[src/rtl/clkdiv_pkg.sv]
// -----------------------------------------------------------------------------
// clkdiv_pkg
// Shared constants for the programmable clock divider and its users.
//   CLKDIV_WIDTH        default width of the counter and divide value
//   CLKDIV_DEFAULT_DIV  default terminal count loaded at reset
//   DIV_1HZ             10 MHz system clock: tick at 2 Hz, divided_clk at 1 Hz
//   DIV_SCAN_1KHZ       10 MHz system clock: 1 kHz display-mux scan tick
// -----------------------------------------------------------------------------
package clkdiv_pkg;

  localparam int unsigned CLKDIV_WIDTH       = 32;
  localparam int unsigned CLKDIV_DEFAULT_DIV = 100;

  localparam int unsigned DIV_1HZ       = 4_999_999;
  localparam int unsigned DIV_SCAN_1KHZ = 9_999;

endpackage

[src/rtl/clkdiv_shadow_reg.sv]
// -----------------------------------------------------------------------------
// clkdiv_shadow_reg
// Holds a newly requested divide value until the counter reaches a safe point.
// Ports:
//   clk, reset_n   clock and asynchronous active-low reset
//   load_valid     request to capture div_in
//   div_in         requested terminal count
//   apply          top is consuming the shadow this edge (wrap or sync_clr)
//   load_ready     high when nothing is pending
//   shadow         captured terminal count
//   pending        shadow holds a value not yet applied
// -----------------------------------------------------------------------------
module clkdiv_shadow_reg
  import clkdiv_pkg::*;
#(
  parameter int unsigned WIDTH = CLKDIV_WIDTH
) (
  input  logic             clk,
  input  logic             reset_n,
  input  logic             load_valid,
  input  logic [WIDTH-1:0] div_in,
  input  logic             apply,
  output logic             load_ready,
  output logic [WIDTH-1:0] shadow,
  output logic             pending
);

  logic [WIDTH-1:0] shadow_q, shadow_d;
  logic             pending_q, pending_d;

  // A load is only accepted while nothing is pending, and apply only happens
  // while something is pending, so the two can never collide on one edge.
  always_comb begin
    shadow_d  = shadow_q;
    pending_d = pending_q;
    if (load_valid && !pending_q) begin
      shadow_d  = div_in;
      pending_d = 1'b1;
    end else if (apply) begin
      pending_d = 1'b0;
    end
  end

  always_ff @(posedge clk or negedge reset_n) begin
    if (!reset_n) begin
      shadow_q  <= '0;
      pending_q <= 1'b0;
    end else begin
      shadow_q  <= shadow_d;
      pending_q <= pending_d;
    end
  end

  assign load_ready = ~pending_q;
  assign shadow     = shadow_q;
  assign pending    = pending_q;

endmodule

[src/rtl/programmable_clock_divider.sv]
// -----------------------------------------------------------------------------
// programmable_clock_divider
// Runtime-programmable timebase: tick pulses once every D+1 enabled cycles and
// divided_clk toggles on the same wraps (period 2*(D+1)). A new D is loaded
// through a valid/ready handshake and takes effect at the next wrap, or
// immediately on sync_clr.
// Ports:
//   clk, reset_n   clock and asynchronous active-low reset
//   en             count enable; low freezes counter and outputs
//   sync_clr       synchronous phase restart
//   div_in         new terminal count, captured when load_valid && load_ready
//   load_valid     load request
//   load_ready     high when no load is pending
//   div_active     terminal count currently in use
//   divided_clk    50%-duty divided output
//   tick           one-cycle strobe per wrap
// Optional (macro CLKDIV_STATUS_EN):
//   cnt_out        live counter value
//   wrap_count     16-bit wrap counter, cleared by reset and sync_clr
// -----------------------------------------------------------------------------
module programmable_clock_divider
  import clkdiv_pkg::*;
#(
  parameter int unsigned WIDTH       = CLKDIV_WIDTH,
  parameter int unsigned DEFAULT_DIV = CLKDIV_DEFAULT_DIV
) (
  input  logic             clk,
  input  logic             reset_n,
  input  logic             en,
  input  logic             sync_clr,
  input  logic [WIDTH-1:0] div_in,
  input  logic             load_valid,
  output logic             load_ready,
  output logic [WIDTH-1:0] div_active,
  output logic             divided_clk,
  output logic             tick
`ifdef CLKDIV_STATUS_EN
  ,
  output logic [WIDTH-1:0] cnt_out,
  output logic [15:0]      wrap_count
`endif
);

  logic [WIDTH-1:0] cnt_q, cnt_d;
  logic [WIDTH-1:0] div_active_q, div_active_d;
  logic             divided_clk_q, divided_clk_d;
  logic             tick_q, tick_d;

  logic [WIDTH-1:0] shadow;
  logic             pending;
  logic             wrap;
  logic             apply;

  assign wrap  = en && (cnt_q == div_active_q);
  // The shadow is consumed only when the counter is (or is forced) back to
  // zero, so a smaller divisor never leaves cnt above div_active.
  assign apply = pending && (sync_clr || wrap);

  clkdiv_shadow_reg #(
    .WIDTH (WIDTH)
  ) u_shadow (
    .clk        (clk),
    .reset_n    (reset_n),
    .load_valid (load_valid),
    .div_in     (div_in),
    .apply      (apply),
    .load_ready (load_ready),
    .shadow     (shadow),
    .pending    (pending)
  );

  // sync_clr outranks counting, even on a cycle that would otherwise wrap.
  always_comb begin
    cnt_d         = cnt_q;
    div_active_d  = div_active_q;
    divided_clk_d = divided_clk_q;
    tick_d        = 1'b0;
    if (sync_clr) begin
      cnt_d         = '0;
      divided_clk_d = 1'b0;
      if (pending) div_active_d = shadow;
    end else if (wrap) begin
      cnt_d         = '0;
      tick_d        = 1'b1;
      divided_clk_d = ~divided_clk_q;
      if (pending) div_active_d = shadow;
    end else if (en) begin
      cnt_d = cnt_q + WIDTH'(1);
    end
  end

  always_ff @(posedge clk or negedge reset_n) begin
    if (!reset_n) begin
      cnt_q         <= '0;
      div_active_q  <= WIDTH'(DEFAULT_DIV);
      divided_clk_q <= 1'b0;
      tick_q        <= 1'b0;
    end else begin
      cnt_q         <= cnt_d;
      div_active_q  <= div_active_d;
      divided_clk_q <= divided_clk_d;
      tick_q        <= tick_d;
    end
  end

  assign div_active  = div_active_q;
  assign divided_clk = divided_clk_q;
  assign tick        = tick_q;

`ifdef CLKDIV_STATUS_EN
  logic [15:0] wrap_count_q, wrap_count_d;

  always_comb begin
    wrap_count_d = wrap_count_q;
    if (sync_clr)  wrap_count_d = '0;
    else if (wrap) wrap_count_d = wrap_count_q + 16'd1;
  end

  always_ff @(posedge clk or negedge reset_n) begin
    if (!reset_n) wrap_count_q <= '0;
    else          wrap_count_q <= wrap_count_d;
  end

  assign cnt_out    = cnt_q;
  assign wrap_count = wrap_count_q;
`endif

endmodule

[config.mk]
export PLATFORM = sky130hd
export DESIGN_NAME = programmable_clock_divider
export DESIGN_NICKNAME = d
export VERILOG_FILES = /design/src/rtl/clkdiv_pkg.sv /design/src/rtl/clkdiv_shadow_reg.sv /design/src/rtl/programmable_clock_divider.sv
export SDC_FILE = /design/constraint.sdc
export NUM_CORES = 1
export LEC_CHECK = 0
export CAP_MARGIN = 20
export CORE_MARGIN = 1.5
export CORE_UTILIZATION = 40
export CTS_CLUSTER_DIAMETER = 30
export DETAILED_ROUTE_END_ITERATION = 12
export PLACE_DENSITY_LB_ADDON = 0.08
export SLEW_MARGIN = 20
export SYNTH_ARGS = -nofsm -noshare
export SYNTH_HDL_FRONTEND = slang
export SYNTH_SLANG_ARGS = --single-unit
[constraint.sdc]
create_clock -name clk -period 2.4 [get_ports clk]
set_input_delay 0.72 -clock clk [delete_from_list [all_inputs] [get_ports clk]]
set_output_delay 0.72 -clock clk [all_outputs]
set_load 0.005 [all_outputs]
# Word level (Yosys, flattened, before mapping)
# Index checks and enable logic that the tools add are counted.
# Widths: inputs -> output; s select.
[op_classes]
n_bitwise = 2
muxes = 12
n_reduce_logical = 8
add_sub_neg = 1
n_eq_ne = 1
[ops]
columns = ["op", "count"]
rows = [
  ["$mux 32", 6],
  ["$add 32x1->32 const B", 1],
  ["$eq 32x32->1", 1],
  ["$mux 1", 6],
  ["$reduce_bool 2->1", 2],
  ["$logic_and 1x1->1", 3],
  ["$reduce_bool 3->1", 1],
  ["$not 1->1", 2],
  ["$logic_not 1->1", 1],
  ["$logic_or 1x1->1", 1],
]
[word_totals]
elab_cells = 30
output_inout_bits = 35
input_bits = 37
ff_bits = 99

# Depth between registers and ports, before layout
[depth]
word_depth = 6
ltp_mapped = 9
ltp_nobuf = 6

# Hierarchy
# A second synthesis with hierarchy kept.
[unflattened]
hier_cells = 559
hier_area_um2 = 5595.4
[by_module_without_submodules]
columns = ["mod", "seq_area_each_um2", "n_inst", "area_each_um2", "cells_per_inst"]
rows = [
  ["programmable_clock_divider", 1655.3, 1, 4237.8, 487],
  ["clkdiv_shadow_reg", 825.8, 1, 1357.6, 72],
]

# Worst setup path after synthesis
# Ideal clock, no wire load.
[synth_path]
path_kind = "flip-flop to flip-flop"
from = "register div_active_q[6], in the netlist div_active[6]"
to = "register divided_clk_q, in the netlist divided_clk"
synth_period_minus_slack_ps = 2142
setup_ps = 128
path_stages_with_launch = 7
required_time_ps = 2272
arrival_ps = 2014
setup_slack_ps = 258
path_buffers = 1
cell_sequence = "dfstp_2 xnor2_1 nand4_1 or4_1 buf_6 nor3_2 mux2_1"
[synth_between]
elab_chain_len = 3
[synth_rtl]
columns = ["item", "line", "text"]
rows = [
  ["from (decl)", "programmable_clock_divider.sv:45", "logic [WIDTH-1:0] div_active_q, div_active_d;"],
  ["from (signal assigned)", "programmable_clock_divider.sv:95", "div_active_q <= WIDTH'(DEFAULT_DIV);"],
  ["from (signal assigned)", "programmable_clock_divider.sv:100", "div_active_q <= div_active_d;"],
  ["$eq 32x32->1", "programmable_clock_divider.sv:54", "assign wrap = en && (cnt_q == div_active_q);"],
  ["$logic_and 1x1->1", "programmable_clock_divider.sv:54", ""],
  ["$reduce_bool 2->1 (no line)", "--", ""],
  ["to (signal assigned)", "programmable_clock_divider.sv:101", "divided_clk_q <= divided_clk_d;"],
  ["to (decl)", "programmable_clock_divider.sv:46", "logic divided_clk_q, divided_clk_d;"],
]
# Every way passes these cells.
# A chain may end at the register's enable or synchronous reset.

# Worst setup path in the final report
[layout_path]
from = "register div_active_q[2], in the netlist div_active[2]"
to = "register div_active_q[9], in the netlist div_active[9]"
[layout_between]
elab_chain_len = 3
[layout_rtl]
columns = ["item", "line"]
rows = [
  ["$eq 32x32->1", "programmable_clock_divider.sv:54"],
  ["$logic_and 1x1->1", "programmable_clock_divider.sv:54"],
  ["$reduce_bool 2->1 (no line)", "--"],
]
# Every way passes these cells.

==> impl_results.html <==
<table>
<tr><th>Metric</th><th>Value</th></tr>
<tr><th colspan="2">Timing</th></tr>
<tr><td>Final setup violation count</td><td>0</td></tr>
<tr><td>Hold violation count in the final report</td><td>0</td></tr>
<tr><td>Maximum clock skew at final layout</td><td>0.007693 ns</td></tr>
<tr><td>RSZ-0062 raised after global routing</td><td>false</td></tr>
<tr><td>Worst max-slew margin expressed relative to the limit</td><td>0.7163</td></tr>
<tr><td>Shortest clock period the worst path allows after layout</td><td>2.279 ns</td></tr>
<tr><td>Count of pins over their slew limit</td><td>0</td></tr>
<tr><td>Setup TNS</td><td>0 ns</td></tr>
<tr><td>Final Hold Slack</td><td>0.2259 ns</td></tr>
<tr><td>Slew at the pin closest to its max-slew limit</td><td>0.4196 ns</td></tr>
<tr><td>Final critical-path share of the clock period</td><td>0.9494</td></tr>
<tr><td>Crit path setup slack, layout</td><td>0.1213 ns</td></tr>
<tr><td>Top achievable clock speed</td><td>438.9 MHz</td></tr>
<tr><th colspan="2">Global route</th></tr>
<tr><td>Wire length of the first global-routing pass</td><td>25110 um</td></tr>
<tr><td>Maximum number of pins on one net before global-route repair</td><td>63</td></tr>
<tr><td>Vias in the first global route</td><td>4524</td></tr>
<tr><td>Total gr overflow</td><td>0</td></tr>
<tr><td>Global-route usage over all layers</td><td>0.2266</td></tr>
<tr><td>Initial antenna violation count</td><td>0</td></tr>
<tr><th colspan="2">Finish</th></tr>
<tr><td>Commonest non-fill, non-tap cells in the layout</td><td>sky130_fd_sc_hd__dfrtp_1 (96), sky130_fd_sc_hd__clkdlybuf4s50_1 (70), sky130_fd_sc_hd__nand3_1 (44)</td></tr>
<tr><td>Layout Utilization</td><td>0.5157</td></tr>
<tr><td>Final cell count without fillers</td><td>786</td></tr>
<tr><td>Register Area</td><td>2481 um^2</td></tr>
<tr><td>Layout Nets</td><td>643</td></tr>
<tr><td>Filler cell count</td><td>1218</td></tr>
<tr><td>Fraction of final layout cells sized beyond drive strength 1</td><td>0.1590</td></tr>
<tr><td>Number of diodes</td><td>0</td></tr>
<tr><td>Total area of multi-input combinational cells</td><td>2686 um^2</td></tr>
<tr><td>Syn-to-layout area delta</td><td>26.21%</td></tr>
<tr><td>Most frequent standard cell in the layout excluding fill and tap cells</td><td>sky130_fd_sc_hd__dfrtp_1</td></tr>
<tr><th colspan="2">Clock tree</th></tr>
<tr><td>Root Buffer Master</td><td>sky130_fd_sc_hd__clkbuf_16</td></tr>
<tr><td>H-Tree Depth</td><td>3</td></tr>
<tr><td>Clock input transition at the sequential cells of the worst setup and hold paths</td><td>0.07 ns</td></tr>
<tr><td>Number of hold buffers added after cts</td><td>0</td></tr>
<tr><td>Insertion delay to the later sink of the worst-skew pair</td><td>0.36 ns</td></tr>
<tr><td>Maximum buffer depth of the clock tree</td><td>2</td></tr>
<tr><td>Number of clock sinks</td><td>99</td></tr>
<tr><td>Setup fix buffers added after clock tree synthesis</td><td>0</td></tr>
<tr><td>TritonCTS clock tree</td><td>yes</td></tr>
<tr><td>Clock buffers created by TritonCTS</td><td>9</td></tr>
<tr><th colspan="2">Synth</th></tr>
<tr><td>Top cells by area in the synthesized netlist</td><td>sky130_fd_sc_hd__dfrtp_1 (45%), sky130_fd_sc_hd__mux2_2 (6.7%), sky130_fd_sc_hd__a222oi_1 (5.9%)</td></tr>
<tr><td>Post-synth top area cell</td><td>sky130_fd_sc_hd__dfrtp_1</td></tr>
<tr><td>Syn avg cell area</td><td>10.19 um^2</td></tr>
<tr><td>Synthesis warning total</td><td>0</td></tr>
<tr><td>Number of distinct standard cells referenced by the synthesized netlist</td><td>40</td></tr>
<tr><td>Post-synth EDFFs</td><td>0</td></tr>
<tr><td>Yosys reg bits</td><td>99</td></tr>
<tr><td>Sequential cell area fraction in the yosys report</td><td>0.4603</td></tr>
<tr><td>Proportion of synthesized flip-flops having asynchronous set or reset</td><td>1.000</td></tr>
<tr><td>Synth Flop Type</td><td>sky130_fd_sc_hd__dfrtp_1</td></tr>
<tr><td>Proportion of netlist area held by the largest area contributor</td><td>0.4457</td></tr>
<tr><td>Syn Inst Count</td><td>529</td></tr>
<tr><td>Synth Net Count</td><td>567</td></tr>
<tr><td>Netlist area before placement</td><td>5390 um^2</td></tr>
<tr><th colspan="2">Worst setup path</th></tr>
<tr><td>Worst-case register-to-register setup slack</td><td>0.12 ns</td></tr>
<tr><td>Arrival time of data at the critical path endpoint</td><td>2.50 ns</td></tr>
<tr><td>CP startpoint kind</td><td>register</td></tr>
<tr><td>R2R Path Start</td><td>div_active[2]</td></tr>
<tr><td>Kind of critical path</td><td>reg -&gt; reg</td></tr>
<tr><td>Data required time of the worst path</td><td>2.62 ns</td></tr>
<tr><td>Worst setup path startpoint</td><td>div_active[2]</td></tr>
<tr><td>End of the worst register-to-register path</td><td>div_active[9]</td></tr>
<tr><td>Largest driver fanout on the critical path</td><td>14</td></tr>
<tr><td>Worst setup path endpoint</td><td>div_active[9]</td></tr>
<tr><td>Nature of the critical path endpoint</td><td>register</td></tr>
<tr><td>Reg2reg path depth</td><td>6</td></tr>
<tr><th colspan="2">Route</th></tr>
<tr><td>Average vias per placed instance</td><td>5.878</td></tr>
<tr><td>Iteration count of the initial detailed-routing pass</td><td>7</td></tr>
<tr><td>Total via count in the routed design</td><td>4620</td></tr>
<tr><td>Final routed DRC violation total</td><td>0</td></tr>
<tr><td>Post-detailed-route wirelength per cell</td><td>19.81 um</td></tr>
<tr><td>Starting DRC count in detailed routing</td><td>543</td></tr>
<tr><td>Remaining number of nets flagged by the antenna check after routing</td><td>0</td></tr>
<tr><td>Sum of routed wire length over all layers</td><td>15570 um</td></tr>
<tr><th colspan="2">Floorplanning</th></tr>
<tr><td>Die Y-Extent</td><td>119.1 um</td></tr>
<tr><td>Effective utilization at floorplan</td><td>0.4087</td></tr>
<tr><td>Number of cell rows</td><td>42</td></tr>
<tr><td>DIE AREA</td><td>14180 um^2</td></tr>
<tr><td>I/O pin total</td><td>72</td></tr>
<tr><td>Die Span X</td><td>119.1 um</td></tr>
<tr><td>Placeable core region</td><td>13190 um^2</td></tr>
<tr><th colspan="2">Placement</th></tr>
<tr><td>Half-perimeter wire length after detailed placement</td><td>10670 um</td></tr>
<tr><td>DP Cell Count</td><td>770</td></tr>
<tr><td>Worst-case setup slack after placement</td><td>-0.1820 ns</td></tr>
<tr><td>I/O Buffers</td><td>71</td></tr>
<tr><td>Routability congestion estimate</td><td>0.9084</td></tr>
<tr><th colspan="2">Hold path</th></tr>
<tr><td>Type of the worst min-delay path</td><td>in -&gt; async</td></tr>
<tr><th colspan="2">Power</th></tr>
<tr><td>Worst IR Drop VDD</td><td>0.0003644 V</td></tr>
<tr><td>Leakage power</td><td>2.517 nW</td></tr>
<tr><td>Pwr dens</td><td>674.5 nW/um^2</td></tr>
<tr><th colspan="2">Run status</th></tr>
<tr><td>Status</td><td>complete, no violations</td></tr>
<tr><th colspan="2">Job</th></tr>
<tr><td>Max-cap violation count</td><td>0</td></tr>
</table>
==> per-layer routing <==
metal | global-route usage | wire length, um
met5 | 0 | 0
met4 | 0.1009 | 365
met3 | 0.03017 | 734
met2 | 0.3486 | 7303
met1 | 0.3194 | 7170
==> layout make-up <==
cell class                      count  area share
Sequential cell                    99      0.3647
Timing Repair Buffer              110      0.1587
Multi-Input combinational cell    379      0.3949
Clock inverter                      5    0.008828
Inverter                            6    0.003311
Clock buffer                       11     0.03715
Tap cell                          176     0.03237
==> state kept, by name (all words and copies together) (netlist names) <==
register and flops:
tick 1, cnt_q 32, u_shadow.pending 1, u_shadow.shadow 32, divided_clk 1, div_active 32
==> where the power goes <==
group | internal (mW) | leakage, nW | switching, mW | total, mW
clock | 0.870 | 0.152 | 0.677 | 1.55
sequential | 1.88 | 1.17 | 0.241 | 2.12
combinational | 0.534 | 1.19 | 0.388 | 0.922
total | 3.28 | 2.52 | 1.31 | 4.59
==> timing repair <==
item / CTS / global route
resized for setup: 0 / 2
endpoints found under the hold margin: 0 / 0
setup endpoints to repair: 0 / 21
==> cells in the mapped netlist (all sizes together), types with 14 or more instances <==
library cell and number:
nand4 26, o21ai 33, clkbuf 31, nor2 42, mux2 33, nand3 44, a222oi 32, xor2 24
o211ai 32, xnor2 37, nor2b 33, buf 14, dfrtp 96
==> logic make-up (layout without fill, tap and decap cells) <==
logic type / Yosys count / after routing / share of synthesized area
AO/OA/AOI/OAI: 104 / 104 / 0.1458
buffers and inverters: 51 / 132 / 0.04457
adder cells (fa/ha/maj): 1 / 1 / 0.002321
flip-flops: 99 / 99 / 0.4603
AND/OR/NAND/NOR: 180 / 180 / 0.1776
multiplexers: 33 / 33 / 0.06894
XOR/XNOR: 61 / 61 / 0.1005
==> worst min path at each step <==
stage / from / to / slack [ns] / cells after the start
CTS: reset_n / tick / 0.23 / 1
global route: reset_n / u_shadow.shadow[2] / 0.24 / 1
detailed placement: u_shadow.shadow[10] / u_shadow.shadow[10] / 0.53 / 1
finish: reset_n / tick / 0.23 / 1
floorplan: reset_n / cnt_q[0] / 0.42 / 0
global placement: u_shadow.shadow[30] / u_shadow.shadow[30] / 0.52 / 1
==> critical path: stages, from the launching register on <==
cell and delay, ns:
sky130_fd_sc_hd__dfstp_2 0.57, sky130_fd_sc_hd__xnor2_1 0.15, sky130_fd_sc_hd__nand4_1 0.16, sky130_fd_sc_hd__or4_4 0.59, sky130_fd_sc_hd__buf_4 0.22, sky130_fd_sc_hd__a222oi_1 0.30, sky130_fd_sc_hd__o211ai_1 0.15
==> stage by stage <==
stage,power [mW],instance area [um^2]
after CTS,4.617,6795
after global routing,4.788,6803
after floorplan,2.575,5390
after global placement,3.031,6482
after detailed placement,3.071,6482
final,4.589,6803
No activity file was read; power rests on OpenSTA's default activity.
